===== src/rtl/slave_port_pkg.sv =====
// Shared definitions for the bit-serial slave port: FSM encoding and frame sizing.
// Frame lengths depend on SLAVE_PORT_PARITY_EN (adds one parity bit per data word).
package slave_port_pkg;

    typedef logic [2:0] state_t;

    localparam state_t ST_IDLE  = 3'd0;
    localparam state_t ST_ADDR  = 3'd1;
    localparam state_t ST_DATA  = 3'd2;
    localparam state_t ST_WRITE = 3'd3;
    localparam state_t ST_READ  = 3'd4;
    localparam state_t ST_SEND  = 3'd5;

    function automatic int cnt_width(input int aw, input int dw);
        int m;
        m = (aw > dw) ? aw : dw;
        return $clog2(m + 2);
    endfunction

    // Bits per serial data word on the wire, in both directions.
    function automatic int data_bits(input int dw);
`ifdef SLAVE_PORT_PARITY_EN
        return dw + 1;
`else
        return dw;
`endif
    endfunction

    function automatic int idx_width(input int depth);
        return (depth > 1) ? $clog2(depth) : 1;
    endfunction

endpackage


===== src/rtl/slave_port_mem.sv =====
// Local word memory: synchronous write, registered read. Contents survive reset.
module slave_port_mem
    import slave_port_pkg::*;
#(
    parameter int DEPTH = 64,
    parameter int WIDTH = 8,
    localparam int IDX_W = idx_width(DEPTH)
) (
    input  logic             clk,
    input  logic             i_we,
    input  logic [IDX_W-1:0] i_waddr,
    input  logic [WIDTH-1:0] i_wdata,
    input  logic             i_re,
    input  logic [IDX_W-1:0] i_raddr,
    output logic [WIDTH-1:0] o_rdata
);

    logic [WIDTH-1:0] r_mem [DEPTH];
    logic [WIDTH-1:0] r_rdata;

    always_ff @(posedge clk) begin
        if (i_we)
            r_mem[i_waddr] <= i_wdata;
        if (i_re)
            r_rdata <= r_mem[i_raddr];
    end

    assign o_rdata = r_rdata;

endmodule


===== src/rtl/slave_port_v3.sv =====
// Bit-serial bus slave: decodes write/read frames into a local memory, streams reads back.
// Optional parity on data words when SLAVE_PORT_PARITY_EN is defined.
module slave_port_v3
    import slave_port_pkg::*;
#(
    parameter int ADDR_WIDTH = 16,
    parameter int DATA_WIDTH = 8,
    parameter int MEM_DEPTH  = 64,
    parameter int BASE_ADDR  = 'h0000
) (
    input  logic       clk,
    input  logic       rstn,
    input  logic       mode,
    input  logic       wr_bus,
    input  logic       master_valid,
    input  logic       master_ready,
    output logic       rd_bus,
    output logic       slave_ready,
    output logic       slave_valid,
    output logic       slave_err,
    output logic [2:0] dbg_state
);

    localparam int CNT_W = cnt_width(ADDR_WIDTH, DATA_WIDTH);
    localparam int FRM_W = data_bits(DATA_WIDTH);
    localparam int IDX_W = idx_width(MEM_DEPTH);

    localparam logic [ADDR_WIDTH:0] LO_ADDR   = (ADDR_WIDTH+1)'(BASE_ADDR);
    localparam logic [ADDR_WIDTH:0] HI_ADDR   = (ADDR_WIDTH+1)'(BASE_ADDR + MEM_DEPTH);
    localparam logic [CNT_W-1:0]    ADDR_LAST = CNT_W'(ADDR_WIDTH - 1);
    localparam logic [CNT_W-1:0]    FRM_LAST  = CNT_W'(FRM_W - 1);

    state_t                r_state;
    logic [CNT_W-1:0]      r_cnt;
    logic                  r_mode;
    logic [ADDR_WIDTH-1:0] r_addr;
    logic [DATA_WIDTH-1:0] r_data;
    logic [FRM_W-1:0]      r_shift;

    logic [ADDR_WIDTH-1:0] w_addr_next;
    logic                  w_in_range;
    logic                  w_par_ok;
    logic                  w_wr_en;
    logic                  w_rd_en;
    logic [DATA_WIDTH-1:0] w_rdata;
    logic [FRM_W-1:0]      w_load;

    assign w_addr_next = {r_addr[ADDR_WIDTH-2:0], wr_bus};
    // BASE_ADDR is aligned to MEM_DEPTH, so the word index is just the low address bits.
    assign w_in_range  = ({1'b0, r_addr} >= LO_ADDR) && ({1'b0, r_addr} < HI_ADDR);

`ifdef SLAVE_PORT_PARITY_EN
    localparam logic [CNT_W-1:0] DW_CNT = CNT_W'(DATA_WIDTH);
    logic r_par;
    assign w_par_ok = (r_par == ^r_data);
    assign w_load   = w_in_range ? {w_rdata, ^w_rdata} : '0;
`else
    assign w_par_ok = 1'b1;
    assign w_load   = w_in_range ? w_rdata : '0;
`endif

    assign w_wr_en = (r_state == ST_WRITE) && w_in_range && w_par_ok;
    // Launch the memory read alongside the last address bit so the word is ready in READ.
    assign w_rd_en = (r_state == ST_ADDR) && master_valid && (r_cnt == ADDR_LAST) && !r_mode;

    slave_port_mem #(
        .DEPTH (MEM_DEPTH),
        .WIDTH (DATA_WIDTH)
    ) u_mem (
        .clk     (clk),
        .i_we    (w_wr_en),
        .i_waddr (r_addr[IDX_W-1:0]),
        .i_wdata (r_data),
        .i_re    (w_rd_en),
        .i_raddr (w_addr_next[IDX_W-1:0]),
        .o_rdata (w_rdata)
    );

    always_ff @(posedge clk) begin
        if (!rstn) begin
            r_state <= ST_IDLE;
            r_cnt   <= '0;
            r_mode  <= 1'b0;
            r_addr  <= '0;
            r_data  <= '0;
            r_shift <= '0;
`ifdef SLAVE_PORT_PARITY_EN
            r_par   <= 1'b0;
`endif
        end else begin
            case (r_state)
                ST_IDLE: begin
                    if (master_valid) begin
                        r_mode  <= mode;
                        r_cnt   <= '0;
                        r_state <= ST_ADDR;
                    end
                end
                ST_ADDR: begin
                    if (!master_valid) begin
                        r_cnt   <= '0;
                        r_state <= ST_IDLE;
                    end else begin
                        r_addr <= w_addr_next;
                        if (r_cnt == ADDR_LAST) begin
                            r_cnt   <= '0;
                            r_state <= r_mode ? ST_DATA : ST_READ;
                        end else begin
                            r_cnt <= r_cnt + CNT_W'(1);
                        end
                    end
                end
                ST_DATA: begin
                    if (!master_valid) begin
                        r_cnt   <= '0;
                        r_state <= ST_IDLE;
                    end else begin
`ifdef SLAVE_PORT_PARITY_EN
                        if (r_cnt < DW_CNT)
                            r_data <= {r_data[DATA_WIDTH-2:0], wr_bus};
                        else
                            r_par <= wr_bus;
`else
                        r_data <= {r_data[DATA_WIDTH-2:0], wr_bus};
`endif
                        if (r_cnt == FRM_LAST) begin
                            r_cnt   <= '0;
                            r_state <= ST_WRITE;
                        end else begin
                            r_cnt <= r_cnt + CNT_W'(1);
                        end
                    end
                end
                ST_WRITE: begin
                    r_state <= ST_IDLE;
                end
                ST_READ: begin
                    r_shift <= w_load;
                    r_cnt   <= '0;
                    r_state <= ST_SEND;
                end
                ST_SEND: begin
                    if (master_ready) begin
                        r_shift <= {r_shift[FRM_W-2:0], 1'b0};
                        if (r_cnt == FRM_LAST) begin
                            r_cnt   <= '0;
                            r_state <= ST_IDLE;
                        end else begin
                            r_cnt <= r_cnt + CNT_W'(1);
                        end
                    end
                end
                default: begin
                    r_state <= ST_IDLE;
                end
            endcase
        end
    end

    assign rd_bus      = r_shift[FRM_W-1];
    assign slave_ready = (r_state == ST_ADDR) || (r_state == ST_DATA);
    assign slave_valid = (r_state == ST_SEND);
    assign slave_err   = ((r_state == ST_WRITE) && !(w_in_range && w_par_ok)) ||
                         ((r_state == ST_READ) && !w_in_range);
    assign dbg_state   = r_state;

endmodule


===== config.mk =====
export PLATFORM = sky130hd
export DESIGN_NAME = slave_port_v3
export DESIGN_NICKNAME = d
export VERILOG_FILES = /design/src/rtl/slave_port_pkg.sv /design/src/rtl/slave_port_mem.sv /design/src/rtl/slave_port_v3.sv
export SDC_FILE = /design/constraint.sdc
export NUM_CORES = 1
export LEC_CHECK = 0
export ABC_CLOCK_PERIOD_IN_PS = 2400
export CAP_MARGIN = 15
export CORE_MARGIN = 5
export CORE_UTILIZATION = 40
export CTS_BUF_LIST = sky130_fd_sc_hd__clkbuf_4 sky130_fd_sc_hd__clkbuf_8
export DETAILED_ROUTE_END_ITERATION = 7
export GPL_TIMING_DRIVEN = 0
export PLACE_DENSITY_LB_ADDON = 0.08
export SYNTH_ARGS = -nofsm -noshare
export SYNTH_HDL_FRONTEND = slang
export SYNTH_SLANG_ARGS = --single-unit

===== constraint.sdc =====
create_clock -name clk -period 2.4 [get_ports clk]
set_input_delay 0.24 -clock clk [delete_from_list [all_inputs] [get_ports clk]]
set_output_delay 0.24 -clock clk [all_outputs]
set_load 0.02 [all_outputs]

==> results of run 1 <==
## metrics by stage
stage / hold WS (ps) / area [um2] / std cells / setup TNS [ps]
final: 200 / 27100 / 2080 / 0
after global routing: 167 / 27100 / 2080 / -1.79
after CTS: 139 / 26500 / 2061 / -40990
after detailed placement: 451 / 23100 / 1842 / -652580
after global placement: 449 / 22900 / 1833 / -721130
after floorplan: 376 / 21900 / 1127 / 0
## worst max-delay path by stage
stage | from | to | slack (ps) | depth (start not counted)
global placement | r_addr[1] | u_mem.r_mem[30][6] | -1790 | 5
CTS | r_addr[0] | u_mem.r_mem[5][5] | -210 | 11
detailed placement | r_addr[1] | u_mem.r_mem[30][6] | -1780 | 5
finish | r_addr[0] | u_mem.o_rdata[0] | 30 | 6
global route | r_addr[0] | u_mem.o_rdata[4] | -1 | 6
floorplan | r_addr[0] | u_mem.r_mem[63][0] | 80 | 8
## worst reg2reg max path: stages, from the launching register on
cell and delay [ps]:
dfxtp_2 340, buf_12 150, buf_12 170, mux4_2 540, mux4_2 560, o21ai_4 180
mux2i_1 140
## flip-flops by register name, indices dropped and copies added (netlist names)
signal,count
r_shift,8
r_data,8
u_mem.o_rdata,8
r_addr,16
r_mode,1
r_cnt,5
dbg_state,3
u_mem.r_mem,512
## layout by cell type (no fill, tap or decap), drive strengths merged, types with 4 or more instances in the layout
| cell type | netlist | final |
|---|---|---|
| edfxtp | 520 | 520 |
| nor2b | 10 | 10 |
| inv | 4 | 7 |
| nor4 | 4 | 4 |
| a211oi | 8 | 8 |
| mux2i | 21 | 21 |
| clkbuf | 18 | 159 |
| mux4 | 142 | 142 |
| o21ai | 11 | 11 |
| buf | 45 | 113 |
| clkdlybuf4s50 | 0 | 7 |
| a21oi | 34 | 34 |
| nand3 | 22 | 22 |
| dfxtp | 41 | 41 |
| nor3 | 12 | 12 |
| a22oi | 27 | 27 |
| a31oi | 6 | 6 |
| nand2 | 80 | 80 |
| clkinv | 1 | 30 |
| nand2b | 5 | 5 |
| nor2 | 92 | 92 |
## routing by layer
layer	global-route usage, %	routed length [um]	vias to the layer above
met4	6.11	1510	0
met5	0	0	-
met3	4.17	3110	93
met2	30.6	27500	354
li1	-	-	4981
met1	27.5	25400	6081
## cell type report
type | instances | share of cell area, %
sequential | 561 | 60.7
multi-input combinational | 498 | 21.8
buffer | 60 | 1.98
timing repair buffer | 89 | 5.30
antenna | 1 | 0.00924
clock inverter | 36 | 0.762
clock buffer | 134 | 6.09
inverter | 5 | 0.0693
tap | 696 | 3.22
## cells by family after synthesis
logic type,after synthesis,synth area share [%]
AO/OA/AOI/OAI,90,2.56
multiplexers,163,15.5
buffers and inverters,68,1.80
XOR/XNOR,1,0.0399
adder cells (fa/ha/maj),3,0.171
AND/OR/NAND/NOR,241,4.98
flip-flops,561,74.9
## what timing repair did
item,in CTS,in global routing
buffers inserted,49,18
pin swaps,43,12
cloned,0,2
setup endpoints to repair,525,489
hold buffers,1,0
gates resized for setup,192,67
hold endpoints to repair,2,0
## where the power goes
group	leakage [uW]	switching (uW)	total [uW]	internal, uW
Combinational	0.00229	321	560	239
Clock	0.000989	3830	8370	4540
Sequential	0.00532	5.90	10500	10500
==> results.md, run 1 <==
* Status: finished clean
* CTS H-tree depth at 3
* Crit path cell chain: buf_12 > buf_12 > mux4_2 > mux4_2 > o21ai_4 > mux2i_1
* Worst Tran Pin Value at 847 ps
* LEAKAGE at 0.00860 uW
* CP Launch Type: flop
* Die Y at 244 um
* Reg area at 16400 um2
* HP Start: mode
* Layout fillers at 4370
* Worst path required time at 2780 ps
* Final Power at 19500 uW
* Crit path arrival time at 2750 ps
* Crit-path max FO at 8
* Starting Density at 40.6%
* F_max at 422 MHz
* Pre-CTS setup slack at -1780 ps
* Root Buffer Master: clkbuf_8
* Gpl congestion at 0.819
* Placed wire-length estimate at 37.0 mm
* Final core area utilization at 50.1%
* FFs w/ async S/R, synth at 0%
* Critical path start-end classification: reg2reg
* Post-route worst setup slack at 32.9 ps
* Number of flops mapped to enable cells by yosys at 520
* Antenna violations before repair at 2
* Post-Syn Area per Cell at 19.5 um2
* Worst R2R Start: r_addr[0]
* DIE WIDTH at 244 um
* Final hold violations at 0
* Worst reg2reg path endpoint: u_mem.o_rdata[0]
* Layout cells sized above 1 at 39.3%
* Period Utilization, post-route at 98.6%
* Unique masters post-synth at 46
* GRT overflow at 0
* CTS buffer count at 96
* Area of the multi-input gates at 5910 um2
* All-layer global routing usage at 19.5%
* CTS tree: done
* Port bufs at 10
* Slew headroom at 43.5%
* Family with the most delay on the worst path: multiplexers
* First-pass GRT wire length at 84.2 mm
* Pwr Density at 719 nW/um2
* Tmin final at 2370 ps
* Max Cap Viol at 0
* Syn Nets at 1136
* Final setup fails at 0
* Cells after Synth at 1127
* Via count at 11500
* Slew Viols, Final at 0
* Area fraction of the dominant cell type after synthesis at 71.2%
* Most common cell in the netlist: edfxtp_1
* Synth Register Bits at 561
* Antenna Violating Nets Remaining at 0
* Synth cell count leaders: edfxtp_1 (520), mux4_2 (142), nor2_1 (92)
* Flop-to-flop setup slack at 30 ps
* Register area share after synthesis at 74.9%
* Synthesized area at 21900 um2
* Vias per cell at 5.53
* Synth Flop Type: edfxtp_1
* Iter 0 DRT Violations at 1070
* CTS clk-pin slew, worst paths at 60 ps
* Reg2Reg Depth at 6
* Nets at 1320
* RSZ-0062 raised after global routing: true
* Largest net degree at the start of global routing at 51
* Critical path buffers and inverters at 2
* Core Rows at 85
* Core area at 54000 um2
* Top post-synthesis cells by area: edfxtp_1 (71%), mux4_2 (15%), dfxtp_1 (3.7%)
* Number of global-route vias before repair at 12000
* Hold path depth at 3
* CP max stage delay at 560 ps
* Min-Delay Path Class: in2reg
* Routed wire per std cell at 27.7 um
* Yosys warning total at 0
* Clock skew at 45.2 ps
* Synth area leader: edfxtp_1
* Die area at 59600 um2
* CTS max path bufs at 3
* DRC Markers at 0
* Max rail drop VDD at 700 uV
* Synth-to-Final Area Change at 23.4%
* CTS Sinks at 561
* Hold EP: r_mode
* Crit. End Element: flop
* Ports at 13
* Pre-antenna DRT Iters at 5
* Slowest cell on crit path: mux4_2
* Final WL at 57.5 mm
* Clock Latency Late Sink at 690 ps
Power figures use the tool's default switching activity.
==> run 2, diff against run 1 <==
Settings changed: RECOVER_POWER set to 25.
==> run 2 against run 1 <==
- combinational power hardly changed
- largest cell class unchanged
- sequential cell count stayed put
- via count is 0.21% lower
- die area stayed put
- largest power group unchanged
==> results.md, run 2 (same netlist as run 1, synthesis figures left out) <==
* Largest registers: u_mem.r_mem (512), r_addr (16)
* Slowest cell on crit path: mux4_2
* GRT overflow at 0 (unchanged)
* Core area at 54000 um2 (unchanged)
* Clock Latency Late Sink at 690 ps (about the same)
* LEAKAGE at 0.00858 uW (-0.17%)
* Largest Register: u_mem.r_mem
* Final WL at 57.4 mm (-0.15%)
* Starting Density at 40.6% (unchanged)
* Slew Viols, Final at 0 (unchanged)
* Max Cap Viol at 0 (unchanged)
* All-layer global routing usage at 19.5% (unchanged)
* Final setup fails at 0 (unchanged)
* Routed wire per std cell at 27.6 um (-0.15%)
* Post-route worst setup slack at 30.2 ps (-2.66 ps)
* Largest net degree at the start of global routing at 51 (unchanged)
* Final core area utilization at 50.0% (-0.10 points)
* Pre-CTS setup slack at -1780 ps (unchanged)
* Clock skew at 46.8 ps (+1.55 ps)
* Max rail drop VDD at 699 uV (-0.18%)
* Layout fillers at 4379 (+0.21%)
* F_max at 422 MHz (-0.11%)
* DRC Markers at 0 (unchanged)
* Number of global-route vias before repair at 12000 (unchanged)
* Crit path cell chain: buf_12 > buf_12 > mux4_2 > mux4_2 > o21ai_4 > mux2i_1
* CP max stage delay at 550 ps (about the same)
* Port bufs at 10 (unchanged)
* Critical path start-end classification: reg2reg
* Iter 0 DRT Violations at 1084 (+1.3%)
* Commonest non-fill, non-tap cell in the layout: edfxtp_1
* Crit path arrival time at 2750 ps (about the same)
* Commonest cells after routing, fill and taps aside: edfxtp_1 (520), mux4_2 (142), clkbuf_8 (103)
* Pwr Density at 721 nW/um2 (+0.23%)
* Vias per cell at 5.52 (-0.21%)
* CTS max path bufs at 3 (unchanged)
* Layout cells sized above 1 at 38.8% (-0.58 points)
* DIE WIDTH at 244 um (unchanged)
* Antenna Violating Nets Remaining at 0 (unchanged)
* Gpl congestion at 0.819 (unchanged)
* Crit-path max FO at 8 (unchanged)
* Worst path required time at 2780 ps (about the same)
* Antenna violations before repair at 2 (unchanged)
* Ports at 13 (unchanged)
* CTS Sinks at 561 (unchanged)
* Die area at 59600 um2 (unchanged)
* CTS buffer count at 96 (unchanged)
* Core Rows at 85 (unchanged)
* Crit. End Element: flop
* Status: finished clean
* Period Utilization, post-route at 98.7% (+0.11 points)
* Slew headroom at 7.23% (-36 points)
* Worst Tran Pin Value at 1390 ps (+543 ps)
* Number of flip-flops under the largest register name at 512 (unchanged)
* Tmin final at 2370 ps (+2.66 ps)
* Placed wire-length estimate at 37.0 mm (unchanged)
* Synth-to-Final Area Change at 23.2%
* Nets at 1320 (unchanged)
* CTS clk-pin slew, worst paths at 60 ps (about the same)
* Min-Delay Path Class: in2reg
* First-pass GRT wire length at 84.2 mm (unchanged)
* RSZ-0062 raised after global routing: true
* Die Y at 244 um (unchanged)
* Pre-antenna DRT Iters at 5 (unchanged)
* CTS tree: done
* CTS H-tree depth at 3 (unchanged)
* Root Buffer Master: clkbuf_8
* Final hold violations at 0 (unchanged)
* CP Launch Type: flop
* Via count at 11500 (-0.21%)
## run 2: per-layer routing
| layer | routed length (um) | vias up | track usage (%) |
|---|---|---|---|
| met3 | 3070 | 93 | 4.17 |
| met1 | 25400 | 6084 | 27.5 |
| met2 | 27400 | 323 | 30.6 |
| li1 | - | 4985 | - |
| met5 | 0 | - | 0 |
| met4 | 1520 | 0 | 6.11 |
## run 2: repair_timing
action,4_1_cts,5_1_grt
endpoints found under the hold margin,2,0
gates cloned,0,2
resized for setup,192,67
pin swaps,43,12
buffers inserted,49,18
hold buffers,1,0
endpoints found under the setup margin,525,489
## run 2: stage by stage
step / instances / setup TNS, ps / power (uW) / hold slack [ps] / area (um2)
3_3_place_gp: 1833 / -721130 / 11200 / 449 / 22900
4_1_cts: 2061 / -40990 / 19700 / 139 / 26500
5_1_grt: 2080 / -1.79 / 20200 / 167 / 27000
2_1_floorplan: 1127 / 0 / 11100 / 376 / 21900
6_report: 2080 / 0 / 19500 / 201 / 27000
3_5_place_dp: 1842 / -652580 / 11200 / 451 / 23100
## run 2: layout make-up
type,instances,area (um2),share of cell area [%]
Antenna cell,1,2.50,0.00926
Buffer,60,537,1.99
Clock buffer,134,1650,6.11
Clock inverter,36,206,0.764
Inverter,5,18.8,0.0694
Multi-Input combinational cell,498,5910,21.9
Sequential cell,561,16400,60.8
Tap cell,696,871,3.22
Timing Repair Buffer,89,1390,5.14
## run 2: worst max-delay path, delay by kind of cell, from the launching register on
family	cells	cell delay, ps
flops	1	340
mux	3	1220
compound gates	1	180
buf+inv	2	310
## run 2: report_power, final
part	total, uW	switching [uW]	internal (uW)	leakage [uW]
Sequential	10500	5.86	10500	0.00532
Clock	8380	3830	4540	0.000989
Combinational	560	321	239	0.00228
## run 2: final timing paths
path              slack [ps]       start  cells past startpoint                to
hold reg to reg          470  r_addr[15]                      2        r_addr[15]
setup / recovery          30   r_addr[0]                      6  u_mem.o_rdata[0]
setup reg to reg          30   r_addr[0]                      6  u_mem.o_rdata[0]
hold / removal           200        mode                      3            r_mode
==> run 3, diff against run 2 <==
Settings changed: CORE_UTILIZATION 40 to 55, TNS_END_PERCENT set to 10.
==> run 3 against run 2 <==
- the run now ends with negative setup slack left
- global-route usage is 5.2 points higher
- first-iteration DRC count grew 36%
- sequential share of layout area rose by 1.9 points
- final area fell by 3.0%
- clock power fell by 1%
- core utilization grew 16 points
- sequential power about the same
- critical path depth is 2 lower
- critical path type unchanged
==> results.md, run 3 (same netlist as run 1, synthesis figures left out) <==
* Status: complete, but fails checks
* Failing checks: negative setup slack
* Die Y at 210 um (-14%)
* Largest net degree at the start of global routing at 49 (-3.9%)
* Core area at 39600 um2 (-27%)
* CTS tree: done
* CTS Sinks at 561 (unchanged)
* Worst Tran Pin Value at 1310 ps (-81.4 ps)
* Non-filler instance count after layout at 1873 (-10%)
* LEAKAGE at 0.00833 uW (-3.0%)
* Period Utilization, post-route at 101% (+2.1 points)
* Iter 0 DRT Violations at 1475 (+36%)
* CTS buffer count at 90 (-6.3%)
* All-layer global routing usage at 24.6% (+5.2 points)
* Routed wire per std cell at 28.8 um (+4.2%)
* CTS clk-pin slew, worst paths at 60 ps (about the same)
* Worst path required time at 2730 ps (-50 ps)
* Final setup fails at 37 (+37)
* Clock power share at 42.8% (-0.2 points)
* Port bufs at 10 (unchanged)
* DIE WIDTH at 210 um (-14%)
* Area of the multi-input gates at 5890 um2 (-0.38%)
* Gpl congestion at 0.878 (+7.2%)
* Crit-path max FO at 10 (+2)
* Combinational power share at 2.8% (about the same)
* CTS H-tree depth at 3 (unchanged)
* Vias per cell at 6.21 (+12%)
* Reg area at 16400 um2 (unchanged)
* Antenna violations before repair at 0 (-2)
* RSZ-0062 raised after global routing: true
* DRC Markers at 0 (unchanged)
* P_int at 15400 uW (+0.34%)
* Nets at 1288 (-2.4%)
* Largest Register: u_mem.r_mem
* Slew Viols, Final at 0 (unchanged)
* Net switching fraction of the power at 20.6% (-0.75 points)
* Final hold violations at 0 (unchanged)
* Number of flip-flops under the largest register name at 512 (unchanged)
* Layout fillers at 2685 (-39%)
* Pre-CTS setup slack at -1550 ps (+234 ps)
* Min-Delay Path Class: in2reg
* Number of global-route vias before repair at 11800 (-1.8%)
* Starting Density at 55.3% (+15 points)
* Synth-to-Final Area Change at 19.5%
* Max rail drop VDD at 421 uV (-40%)
* Layout cells sized above 1 at 36.1% (-2.7 points)
* Final WL at 53.9 mm (-6.1%)
* Commonest non-fill, non-tap cell in the layout: edfxtp_1
* Critical path start-end classification: reg2reg
* Max Cap Viol at 0 (unchanged)
* Sequential group share of total power at 54.4% (+0.3 points)
* Core Rows at 73 (-14%)
* Crit. End Element: flop
* Placed wire-length estimate at 34.1 mm (-7.8%)
* First-pass GRT wire length at 78.9 mm (-6.3%)
* Pwr Density at 738 nW/um2 (+2.4%)
* Diode count at 0 (-1)
* Ports at 13 (unchanged)
* Die area at 44000 um2 (-26%)
* Pre-antenna DRT Iters at 5 (unchanged)
* Antenna Violating Nets Remaining at 0 (unchanged)
* Slew headroom at 12.8% (+5.6 points)
* Post-route worst setup slack at -19.4 ps (-49.7 ps)
* Clock Latency Late Sink at 660 ps (-30 ps)
* CTS max path bufs at 3 (unchanged)
* Largest registers: u_mem.r_mem (512), r_addr (16)
* Commonest cells after routing, fill and taps aside: edfxtp_1 (520), mux4_2 (142), clkbuf_8 (101)
* Tmin final at 2420 ps (+49.7 ps)
* Crit path arrival time at 2750 ps (about the same)
* Via count at 11600 (+1.2%)
* Psw at 3990 uW (-4.1%)
* GRT overflow at 0 (unchanged)
* Placed cell count at 1671 (-9.3%)
* F_max at 413 MHz (-2.1%)
* Root Buffer Master: clkbuf_8
* Hold buffers post-CTS at 0 (-1)
* CP Launch Type: flop
* Final Power at 19400 uW (-0.61%)
* Clock skew at 35.1 ps (-11.7 ps)
-- run 3: final cells by class --
| class | count | area share [%] |
|---|---|---|
| sequential | 561 | 62.7 |
| clock buffer | 130 | 6.13 |
| clock inverter | 31 | 0.806 |
| tap | 525 | 2.51 |
| timing repair buffer | 61 | 3.41 |
| buffer | 62 | 1.92 |
| multi-input combinational | 498 | 22.5 |
| inverter | 5 | 0.0716 |
-- run 3: path summary, 6_finish.rpt --
| check | end | slack, ps | start | cells past startpoint |
|---|---|---|---|---|
| max | u_mem.r_mem[4][1] | -20 | r_addr[5] | 4 |
| min | dbg_state[0] | 40 | master_valid | 3 |
| max reg2reg | u_mem.r_mem[4][1] | -20 | r_addr[5] | 4 |
| min reg2reg | dbg_state[1] | 470 | r_mode | 2 |
-- run 3: critical path, cell delays in order (launching register included) --
cell and delay (ps):
dfxtp_1 310, clkbuf_1 580, or3_1 240, buf_1 760
nor2_4 220
-- run 3: stage by stage --
stage / TNS, ps / hold WS (ps) / cell area (um2) / util [%]
floorplan: 0 / 376 / 21900 / -
global placement: -591610 / 454 / 22700 / 57.3
detailed placement: -575770 / 462 / 22900 / 57.7
CTS: -4480 / 13.8 / 25800 / 65.1
global route: -5230 / 70.0 / 26200 / 66.1
finish: -247 / 40.3 / 26200 / 66.1
-- run 3: repair_timing --
| item | 4_1_cts | 5_1_grt |
|---|---|---|
| pin swaps | 37 | 12 |
| resized for setup | 190 | 44 |
| gates cloned | 0 | 1 |
| setup endpoints to repair | 524 | 507 |
| buffers inserted | 24 | 17 |
-- run 3: power by group through the flow --
stage | Sequential (uW) | Clock (uW) | Combinational, uW
after floorplan | 10700 | 0 | 324
after global placement | 10700 | 0 | 482
after detailed placement | 10700 | 0 | 483
after CTS | 10500 | 8380 | 499
after global routing | 10500 | 8900 | 561
final | 10500 | 8290 | 533
-- run 3: per-layer routing --
layer	global-route usage (%)	share of wire, %	up-vias
met1	36.1	42	6108
met2	38.6	48	518
met4	7.56	2.7	0
li1	-	-	4901
met3	4.62	7.2	100
met5	0	0	-
